--- src/rtl/mem_bus_arbiter_pkg.sv ---
// Shared definitions for the CPU/IOP memory bus arbiter.
// Holds the owner encoding, the default doorbell word addresses, the bus
// field types, and a helper that recognises a byte-0 doorbell write.
package mem_bus_arbiter_pkg;

  typedef enum logic {
    OWN_CPU = 1'b0,
    OWN_IOP = 1'b1
  } owner_t;

  typedef logic [15:31] addr_t;
  typedef logic [0:31]  data_t;
  typedef logic [0:3]   wen_t;

  localparam addr_t CPU_DOORBELL_DEF = 17'h20;
  localparam addr_t IOP_DOORBELL_DEF = 17'h21;

  // A doorbell rings only on a live cycle to the doorbell word with lane 0 set.
  function automatic logic is_doorbell(input logic req, input addr_t addr,
                                       input wen_t we, input addr_t bell);
    return req && (addr == bell) && we[0];
  endfunction

endpackage

--- src/rtl/mem_bus_arbiter_bus_watchdog.sv ---
// bus_watchdog: bounds how long the IOP may own the shared memory bus.
// Ports:
//   clock, reset     - system clock, synchronous active-high reset
//   active           - IOP owns the bus this cycle
//   enter            - bus is being handed to the IOP at the next edge
//   doorbell         - IOP is ringing its doorbell this cycle
//   expire           - combinational: reclaim the bus at the next edge
//   timeout          - registered one-cycle pulse after a reclaim
//   timeout_sticky   - set by a reclaim, cleared only by reset
module bus_watchdog #(
  parameter int unsigned IOP_TIMEOUT   = 4096,
  parameter int unsigned TIMEOUT_WIDTH = 16
) (
  input  logic clock,
  input  logic reset,
  input  logic active,
  input  logic enter,
  input  logic doorbell,
  output logic expire,
  output logic timeout,
  output logic timeout_sticky
);

  // Counter value seen in the last permitted IOP cycle.
  localparam logic [TIMEOUT_WIDTH-1:0] LAST =
    (IOP_TIMEOUT == 0) ? '0 : TIMEOUT_WIDTH'(IOP_TIMEOUT - 1);
  localparam logic [TIMEOUT_WIDTH-1:0] SAT = '1;

  logic [TIMEOUT_WIDTH-1:0] count;

  // A doorbell in the final cycle wins over expiry.
  assign expire = (IOP_TIMEOUT != 0) && active && (count == LAST) && !doorbell;

  always_ff @(posedge clock) begin
    if (reset) begin
      count          <= '0;
      timeout        <= 1'b0;
      timeout_sticky <= 1'b0;
    end else begin
      timeout <= expire;
      if (expire) timeout_sticky <= 1'b1;
      if (enter)
        count <= '0;
      else if (active && count != SAT)
        count <= count + TIMEOUT_WIDTH'(1);
    end
  end

endmodule

--- src/rtl/mem_bus_arbiter.sv ---
// mem_bus_arbiter: owns the single synchronous-read memory port shared by
// the CPU and the IOP. Ownership moves on byte-0 doorbell writes; a watchdog
// hands the bus back to the CPU if the IOP keeps it too long.
// Ports:
//   clock, reset                         - clock, synchronous active-high reset
//   cpu_req/address/write_en/data        - CPU memory cycle
//   iop_req/address/write_en/data        - IOP memory cycle
//   mem_address/write_en/data_in         - muxed memory request
//   cpu_active                           - CPU owns the bus (IOP enable = ~cpu_active)
//   cpu_rd_valid / iop_rd_valid          - memory data_out belongs to that side
//   timeout / timeout_sticky             - watchdog reclaim pulse / latched flag
module mem_bus_arbiter
  import mem_bus_arbiter_pkg::*;
#(
  parameter addr_t       CPU_DOORBELL  = CPU_DOORBELL_DEF,
  parameter addr_t       IOP_DOORBELL  = IOP_DOORBELL_DEF,
  parameter int unsigned IOP_TIMEOUT   = 4096,
  parameter int unsigned TIMEOUT_WIDTH = 16
) (
  input  logic         clock,
  input  logic         reset,
  input  logic         cpu_req,
  input  logic [15:31] cpu_address,
  input  logic [0:3]   cpu_write_en,
  input  logic [0:31]  cpu_data,
  input  logic         iop_req,
  input  logic [15:31] iop_address,
  input  logic [0:3]   iop_write_en,
  input  logic [0:31]  iop_data,
  output logic [15:31] mem_address,
  output logic [0:3]   mem_write_en,
  output logic [0:31]  mem_data_in,
  output logic         cpu_active,
  output logic         cpu_rd_valid,
  output logic         iop_rd_valid,
  output logic         timeout,
  output logic         timeout_sticky
);

  owner_t owner;
  logic   cpu_ring, iop_ring, wd_expire;

  // Only the current owner can ring; the other side is ignored entirely.
  assign cpu_ring = (owner == OWN_CPU) &&
                    is_doorbell(cpu_req, cpu_address, cpu_write_en, CPU_DOORBELL);
  assign iop_ring = (owner == OWN_IOP) &&
                    is_doorbell(iop_req, iop_address, iop_write_en, IOP_DOORBELL);

  // Idle owner still steers address/data; only write enables are gated.
  always_comb begin
    if (owner == OWN_CPU) begin
      mem_address  = cpu_address;
      mem_data_in  = cpu_data;
      mem_write_en = cpu_req ? cpu_write_en : '0;
    end else begin
      mem_address  = iop_address;
      mem_data_in  = iop_data;
      mem_write_en = iop_req ? iop_write_en : '0;
    end
  end

  always_ff @(posedge clock) begin
    if (reset) begin
      owner        <= OWN_CPU;
      cpu_active   <= 1'b1;
      cpu_rd_valid <= 1'b0;
      iop_rd_valid <= 1'b0;
    end else begin
      // Tag by the owner at issue time so a cycle issued just before a
      // handoff still returns to its issuer.
      cpu_rd_valid <= (owner == OWN_CPU) && cpu_req;
      iop_rd_valid <= (owner == OWN_IOP) && iop_req;
      case (owner)
        OWN_CPU: if (cpu_ring) begin
          owner      <= OWN_IOP;
          cpu_active <= 1'b0;
        end
        OWN_IOP: if (iop_ring || wd_expire) begin
          owner      <= OWN_CPU;
          cpu_active <= 1'b1;
        end
        default: begin
          owner      <= OWN_CPU;
          cpu_active <= 1'b1;
        end
      endcase
    end
  end

  bus_watchdog #(
    .IOP_TIMEOUT  (IOP_TIMEOUT),
    .TIMEOUT_WIDTH(TIMEOUT_WIDTH)
  ) u_watchdog (
    .clock         (clock),
    .reset         (reset),
    .active        (owner == OWN_IOP),
    .enter         (cpu_ring),
    .doorbell      (iop_ring),
    .expire        (wd_expire),
    .timeout       (timeout),
    .timeout_sticky(timeout_sticky)
  );

endmodule
--- config.mk ---
export PLATFORM = sky130hd
export DESIGN_NAME = mem_bus_arbiter
export DESIGN_NICKNAME = d
export VERILOG_FILES = /design/src/rtl/mem_bus_arbiter_pkg.sv /design/src/rtl/mem_bus_arbiter_bus_watchdog.sv /design/src/rtl/mem_bus_arbiter.sv
export SDC_FILE = /design/constraint.sdc
export NUM_CORES = 1
export LEC_CHECK = 0
export CORE_ASPECT_RATIO = 2
export CORE_MARGIN = 8
export CORE_UTILIZATION = 32
export CTS_BUF_LIST = sky130_fd_sc_hd__clkbuf_2 sky130_fd_sc_hd__clkbuf_4 sky130_fd_sc_hd__clkbuf_8
export CTS_CLUSTER_SIZE = 14
export DETAILED_ROUTE_END_ITERATION = 7
export PLACE_DENSITY_LB_ADDON = 0.12
export SLEW_MARGIN = 20
export SYNTH_ARGS = -nofsm -noshare
export SYNTH_HDL_FRONTEND = slang
export SYNTH_SLANG_ARGS = --single-unit
--- constraint.sdc ---
create_clock -name clock -period 2.23 [get_ports clock]
set_input_delay 0.669 -clock clock [delete_from_list [all_inputs] [get_ports clock]]
set_output_delay 0.669 -clock clock [all_outputs]
set_load 0.01 [all_outputs]
==> flow_metrics.env, run 1 <==
export IMPL_min_path_type="reg -> reg"
export IMPL_yosysWarnings=0
export IMPL_post_dp_hpwl_um=8560
export IMPL_drv_cap=0
export IMPL_cts_tree="done"
export IMPL_vias=2353
export IMPL_min_period_ns=2.21
export IMPL_ir_worst_vdd_mv=0.523
export IMPL_switching_share_pct=23.3
export IMPL_antenna_found_initial=0
export IMPL_drv_slew=0
export IMPL_final_hold_viol_count=0
export IMPL_detail_route_wl_per_cell_um=22.1
export IMPL_antenna_left=0
export IMPL_async_flop_share_pct=0
export IMPL_area_delta_synth_final_pct=98.0
export IMPL_core_area_um2=5420
export IMPL_synth_edff_count=0
export IMPL_htreeDepth=1
export IMPL_drive_gt1_share_pct=37.8
export IMPL_min_period_over_period_pct=98.9
export IMPL_place_gp_congestion=0.922
export IMPL_via_per_inst=5.37
export IMPL_hold_path_depth=2
export IMPL_layout_common_cells="102 x clkdlybuf4s50_1, 50 x buf_2, 49 x mux2_2, 24 x buf_4, 21 x dfxtp_1"
export IMPL_arrival_ns=1.54
export IMPL_dieWidth_um=69.1
export IMPL_syn_area_per_cell_um2=9.44
export IMPL_drc=0
export IMPL_netlist_cell_type_count=39
export IMPL_die_area_um2=8440
export IMPL_reg2reg_slack_ns=0.17
export IMPL_yosysSeqAreaShare_pct=24.4
export IMPL_min_from="u_watchdog.timeout_sticky$_SDFFE_PP0P_"
export IMPL_placed_cell_area_um2=3710
export IMPL_die_h_um=122
export IMPL_grtUsageTotal_pct=22.3
export IMPL_critPathSlowestCell="clkdlybuf4s50_1"
export IMPL_synth_seq_cells=22
export IMPL_crit_chain="clkdlybuf4s50_1 > mux2_2 > buf_2"
export IMPL_dr_first_iter_drc_count=100
export IMPL_overflow=0
export IMPL_timing_slew_headroom_pct=47.6
export IMPL_end_kind="output pin"
export IMPL_clock_skew_ns=0.00484
export IMPL_grt_pass1_vias=2622
export IMPL_syn_num_nets=302
export IMPL_num_nets_final=490
export IMPL_final_common_cell="clkdlybuf4s50_1"
export IMPL_synth_flop_cell="dfxtp_1"
export IMPL_pwr_share_clk_pct=32.6
export IMPL_num_io_pins=168
export IMPL_p_int_mw=0.896
export IMPL_p_per_area_nw_per_um2=327
export IMPL_holdPathEnd="u_watchdog.timeout_sticky$_SDFFE_PP0P_"
export IMPL_routed_wl_um=9680
export IMPL_slowest_delay_ns=0.43
export IMPL_cts_buffers=3
export IMPL_design_area_um2=3570
export IMPL_rr_worst_depth=5
export IMPL_seq_power_share_pct=33.7
export IMPL_timing_rr_end="u_watchdog.count[6]$_SDFFE_PP0P_"
export IMPL_setup_viol=0
export IMPL_worstPathRequired_ns=1.56
export IMPL_grt_max_degree=33
export IMPL_worstReg2RegStart="u_watchdog.count[0]$_SDFFE_PP0P_"
export IMPL_clock_path_buffers=2
export IMPL_start_kind="input port"
export IMPL_holdBufCountCts=0
export IMPL_synthCells=191
export IMPL_power_leakage_nw=1.44
export IMPL_grt_pass1_wl_um=14800
export IMPL_path_class="in -> out"
export IMPL_rsz0062_at_grt="true"
export IMPL_cts_setup_buffers=0
export IMPL_dr_pass1_iters=4
export IMPL_antenna_cells=0
export IMPL_cts_sinks=22
export IMPL_start_util_pct=33.3
export IMPL_clock_latency_ns=0.28
export IMPL_clk_pin_slew_ns=0.08
export IMPL_path_max_fanout=2
export IMPL_switchingPower_mw=0.271
export IMPL_fmax_mhz=453
export IMPL_combPwrFrac_pct=33.7
export IMPL_fin_hold_ws_ns=0.453
export IMPL_worst_pin_slew_ns=0.779
export IMPL_cts_root_buf="clkbuf_8"
export IMPL_port_buffers=167
export IMPL_rows=38
export IMPL_syn_area_um2=1800
export IMPL_status="complete, no violations"
-- power by group through the flow --
stage | Combinational (mW) | Sequential, mW | Clock [mW]
floorplan | 0.0916 | 0.403 | 0
global placement | 0.437 | 0.403 | 0
detailed placement | 0.443 | 0.403 | 0
CTS | 0.399 | 0.394 | 0.395
global route | 0.419 | 0.394 | 0.397
finish | 0.394 | 0.394 | 0.380
-- cell type report --
cell class	instances	area [um2]
Clock buffer	3	41.3
Clock inverter	1	30.0
Fill cell	491	1850
Inverter	4	15.0
Multi-Input combinational cell	155	1330
Sequential cell	22	442
Tap cell	60	75.1
Timing Repair Buffer	193	1640
-- registers in the layout, summed over array words and instances, names as in the netlist --
| signal | cells |
|---|---|
| u_watchdog.count | 16 |
| owner | 1 |
| u_watchdog.timeout | 1 |
| iop_rd_valid | 1 |
| cpu_rd_valid | 1 |
| cpu_active | 1 |
| u_watchdog.timeout_sticky | 1 |
-- critical path: cells and delay by family --
family,cells,cell delay [ns]
buffers and inverters,2,0.58
multiplexers,1,0.29
-- worst max-delay path by stage --
stage,end,slack [ns],from,cells past startpoint
floorplan,mem_data_in[1],0.14,owner$_SDFF_PP0_,4
global placement,mem_write_en[1],-0.51,cpu_req,4
detailed placement,mem_write_en[2],-0.60,cpu_req,4
CTS,mem_data_in[3],0.002,iop_data[3],3
global route,cpu_active$_SDFFE_PP1P_,-0.02,cpu_address[28],6
finish,mem_address[19],0.02,iop_address[19],3
-- cell usage after synthesis (all sizes together) (2+ instances only) --
| cell type | instances | share of area [%] |
|---|---|---|
| a32o | 3 | 1.7 |
| o21ai | 9 | 2.5 |
| buf | 6 | 2.4 |
| and4 | 4 | 1.9 |
| a21oi | 14 | 3.9 |
| dfxtp | 22 | 24 |
| or4 | 4 | 1.7 |
| nor2 | 6 | 1.2 |
| nor4b | 5 | 2.8 |
| nand2 | 10 | 2.1 |
| and2 | 2 | 0.69 |
| inv | 4 | 0.83 |
| nand4 | 6 | 2.8 |
| or3 | 10 | 3.5 |
| o41ai | 4 | 3.4 |
| xor2 | 2 | 0.97 |
| nand3 | 6 | 1.7 |
| clkbuf | 4 | 0.83 |
| o31ai | 4 | 1.7 |
| and3 | 2 | 0.69 |
| mux2 | 49 | 31 |
| or4b | 2 | 1.1 |
| nor4 | 5 | 2.9 |
-- logic make-up after synthesis --
family                   synth area share [%]
multiplexers                             31.2
flip-flops                               24.4
adder cells (fa/ha/maj)                 0.694
AND/OR/NAND/NOR                          23.7
buffers and inverters                    4.02
AO/OA/AOI/OAI                            15.1
XOR/XNOR                                0.972
-- routing by layer --
metal  wire [um]  GRT usage, %  up-vias
met5           0             0        -
met2        4960          39.5      142
li1            -             -     1127
met3        1150          9.36        7
met1        3450          23.3     1077
met4         121          7.10        0
-- stage by stage --
step                power, mW  setup WS, ns  instances  utilization, %  setup TNS, ns
floorplan               0.495         0.139        191               -              0
global placement        0.840        -0.509        434            68.5         -19.95
detailed placement      0.846        -0.595        434            68.5         -20.75
CTS                      1.19       0.00175        438            65.8              0
global route             1.21       -0.0189        438            65.9        -0.0189
finish                   1.17        0.0241        438            65.9              0
-- timing repair --
item	in CTS	in global routing
pin swaps	1	5
endpoints found under the setup margin	54	26
resized for setup	210	19
No activity file was read; power rests on OpenSTA's default activity.
==> inputs of run 2 (changes only) <==
- CORE_UTILIZATION: 32 -> 31
- CTS_BUF_LIST: sky130_fd_sc_hd__clkbuf_2 sky130_fd_sc_hd__clkbuf_4 sky130_fd_sc_hd__clkbuf_8 -> default
==> flow_metrics.env, run 2 (synthesized netlist as in run 1, its figures left out) <==
export IMPL_status="complete, no violations"
export IMPL_cts_sinks=22
export IMPL_grt_pass1_vias=2465
export IMPL_critPathSlowestCell="clkdlybuf4s50_1"
export IMPL_worstPathRequired_ns=1.56
export IMPL_num_io_pins=168
export IMPL_core_area_um2=5660
export IMPL_grt_max_degree=35
export IMPL_via_per_inst=5.39
export IMPL_power_leakage_nw=1.47
export IMPL_antenna_found_initial=1
export IMPL_holdBufCountCts=0
export IMPL_max_flop_register="u_watchdog.count"
export IMPL_cts_tree="done"
export IMPL_fmax_mhz=453
export IMPL_ir_worst_vdd_mv=0.579
export IMPL_reg2reg_slack_ns=0.30
export IMPL_routed_wl_um=9700
export IMPL_cts_root_buf="clkbuf_16"
export IMPL_final_common_cell="clkdlybuf4s50_1"
export IMPL_start_kind="input port"
export IMPL_rr_worst_depth=5
export IMPL_cts_buffers=3
export IMPL_p_total_mw=1.16
export IMPL_slowest_delay_ns=0.45
export IMPL_seq_area_um2=442
export IMPL_arrival_ns=1.54
export IMPL_min_period_over_period_pct=99.0
export IMPL_stdcell_count=437
export IMPL_worst_pin_slew_ns=0.716
export IMPL_area_delta_synth_final_pct=100
export IMPL_clock_path_buffers=2
export IMPL_place_gp_congestion=0.947
export IMPL_drv_slew=0
export IMPL_die_h_um=124
export IMPL_multiInputGateArea_um2=1330
export IMPL_vias=2357
export IMPL_overflow=0
export IMPL_final_fill_count=509
export IMPL_grtUsageTotal_pct=20.8
export IMPL_setup_viol=0
export IMPL_grt_pass1_wl_um=14100
export IMPL_rows=39
export IMPL_crit_chain="clkdlybuf4s50_1 > mux2_2 > buf_2"
export IMPL_end_kind="output pin"
export IMPL_dr_first_iter_drc_count=154
export IMPL_min_period_ns=2.21
export IMPL_htreeDepth=1
export IMPL_start_util_pct=31.9
export IMPL_clock_skew_ns=0.00168
export IMPL_detail_route_wl_per_cell_um=22.2
export IMPL_drive_gt1_share_pct=37.2
export IMPL_num_nets_final=489
export IMPL_antenna_cells=0
export IMPL_final_hold_viol_count=0
export IMPL_layout_common_cells="99 x clkdlybuf4s50_1, 51 x buf_2, 49 x mux2_2, 21 x dfxtp_1, 20 x buf_4"
export IMPL_drc=0
export IMPL_clk_pin_slew_ns=0.05
export IMPL_path_max_fanout=2
export IMPL_dr_pass1_iters=5
export IMPL_largest_reg_flops=16
export IMPL_min_path_type="reg -> reg"
export IMPL_fin_hold_ws_ns=0.451
export IMPL_p_per_area_nw_per_um2=322
export IMPL_timing_slew_headroom_pct=51.8
export IMPL_path_class="in -> out"
export IMPL_die_area_um2=8660
export IMPL_hold_path_depth=2
export IMPL_port_buffers=167
export IMPL_dp_cells=432
export IMPL_antenna_left=0
export IMPL_drv_cap=0
export IMPL_clock_latency_ns=0.26
export IMPL_setup_tns_ns=0
export IMPL_post_dp_hpwl_um=8370
export IMPL_dieWidth_um=69.9
run 2: where the power goes:
part | internal (mW) | switching [mW]
Sequential | 0.394 | 0.000354
Combinational | 0.263 | 0.132
Clock | 0.237 | 0.135
Total | 0.894 | 0.267
run 2: stage by stage:
step	utilization, %	setup WS, ns	area, um2
global placement	65.5	-0.529	3700
floorplan	-	0.139	1800
detailed placement	65.5	-0.561	3700
finish	63.7	0.0227	3610
global route	63.7	-0.0677	3610
CTS	63.2	0.000536	3580
run 2: area by class of cell:
cell class	count	share of cell area, %
inverters	4	0.416
multi-input cells	155	36.8
clock buffers	3	2.08
flip-flops and latches	22	12.2
well taps	61	2.12
repair buffers	192	46.3
run 2: what timing repair did:
action,4_1_cts,5_1_grt
buffers inserted,0,1
pin swaps,2,6
resized for setup,209,24
endpoints found under the setup margin,54,13
cloned,0,1
run 2: routing by layer:
layer | global-route usage (%) | vias up | share of wire, %
met1 | 19.0 | 1070 | 32
met3 | 11.3 | 17 | 13
met5 | 0 | - | 0.13
li1 | - | 1125 | -
met2 | 38.6 | 143 | 53
met4 | 6.32 | 2 | 2.3
run 2: path summary, 6_finish.rpt:
path | from | endpoint
worst max-delay path | iop_address[17] | mem_address[17]
worst min-delay path | u_watchdog.timeout_sticky$_SDFFE_PP0P_ | u_watchdog.timeout_sticky$_SDFFE_PP0P_
worst max register to register | u_watchdog.count[0]$_SDFFE_PP0P_ | u_watchdog.count[6]$_SDFFE_PP0P_
worst min register to register | u_watchdog.timeout_sticky$_SDFFE_PP0P_ | u_watchdog.timeout_sticky$_SDFFE_PP0P_
run 2: critical path, delay by kind of cell:
kind	cells	cell delay, ns
buf+inv	2	0.59
mux	1	0.28
==> inputs of run 3 (changes only) <==
- ABC_CLOCK_PERIOD_IN_PS: default -> 2230
- CTS_CLUSTER_DIAMETER: default -> 60
==> results of run 3 <==
No change in the layout: final DEF, timing and power equal those of run 2.
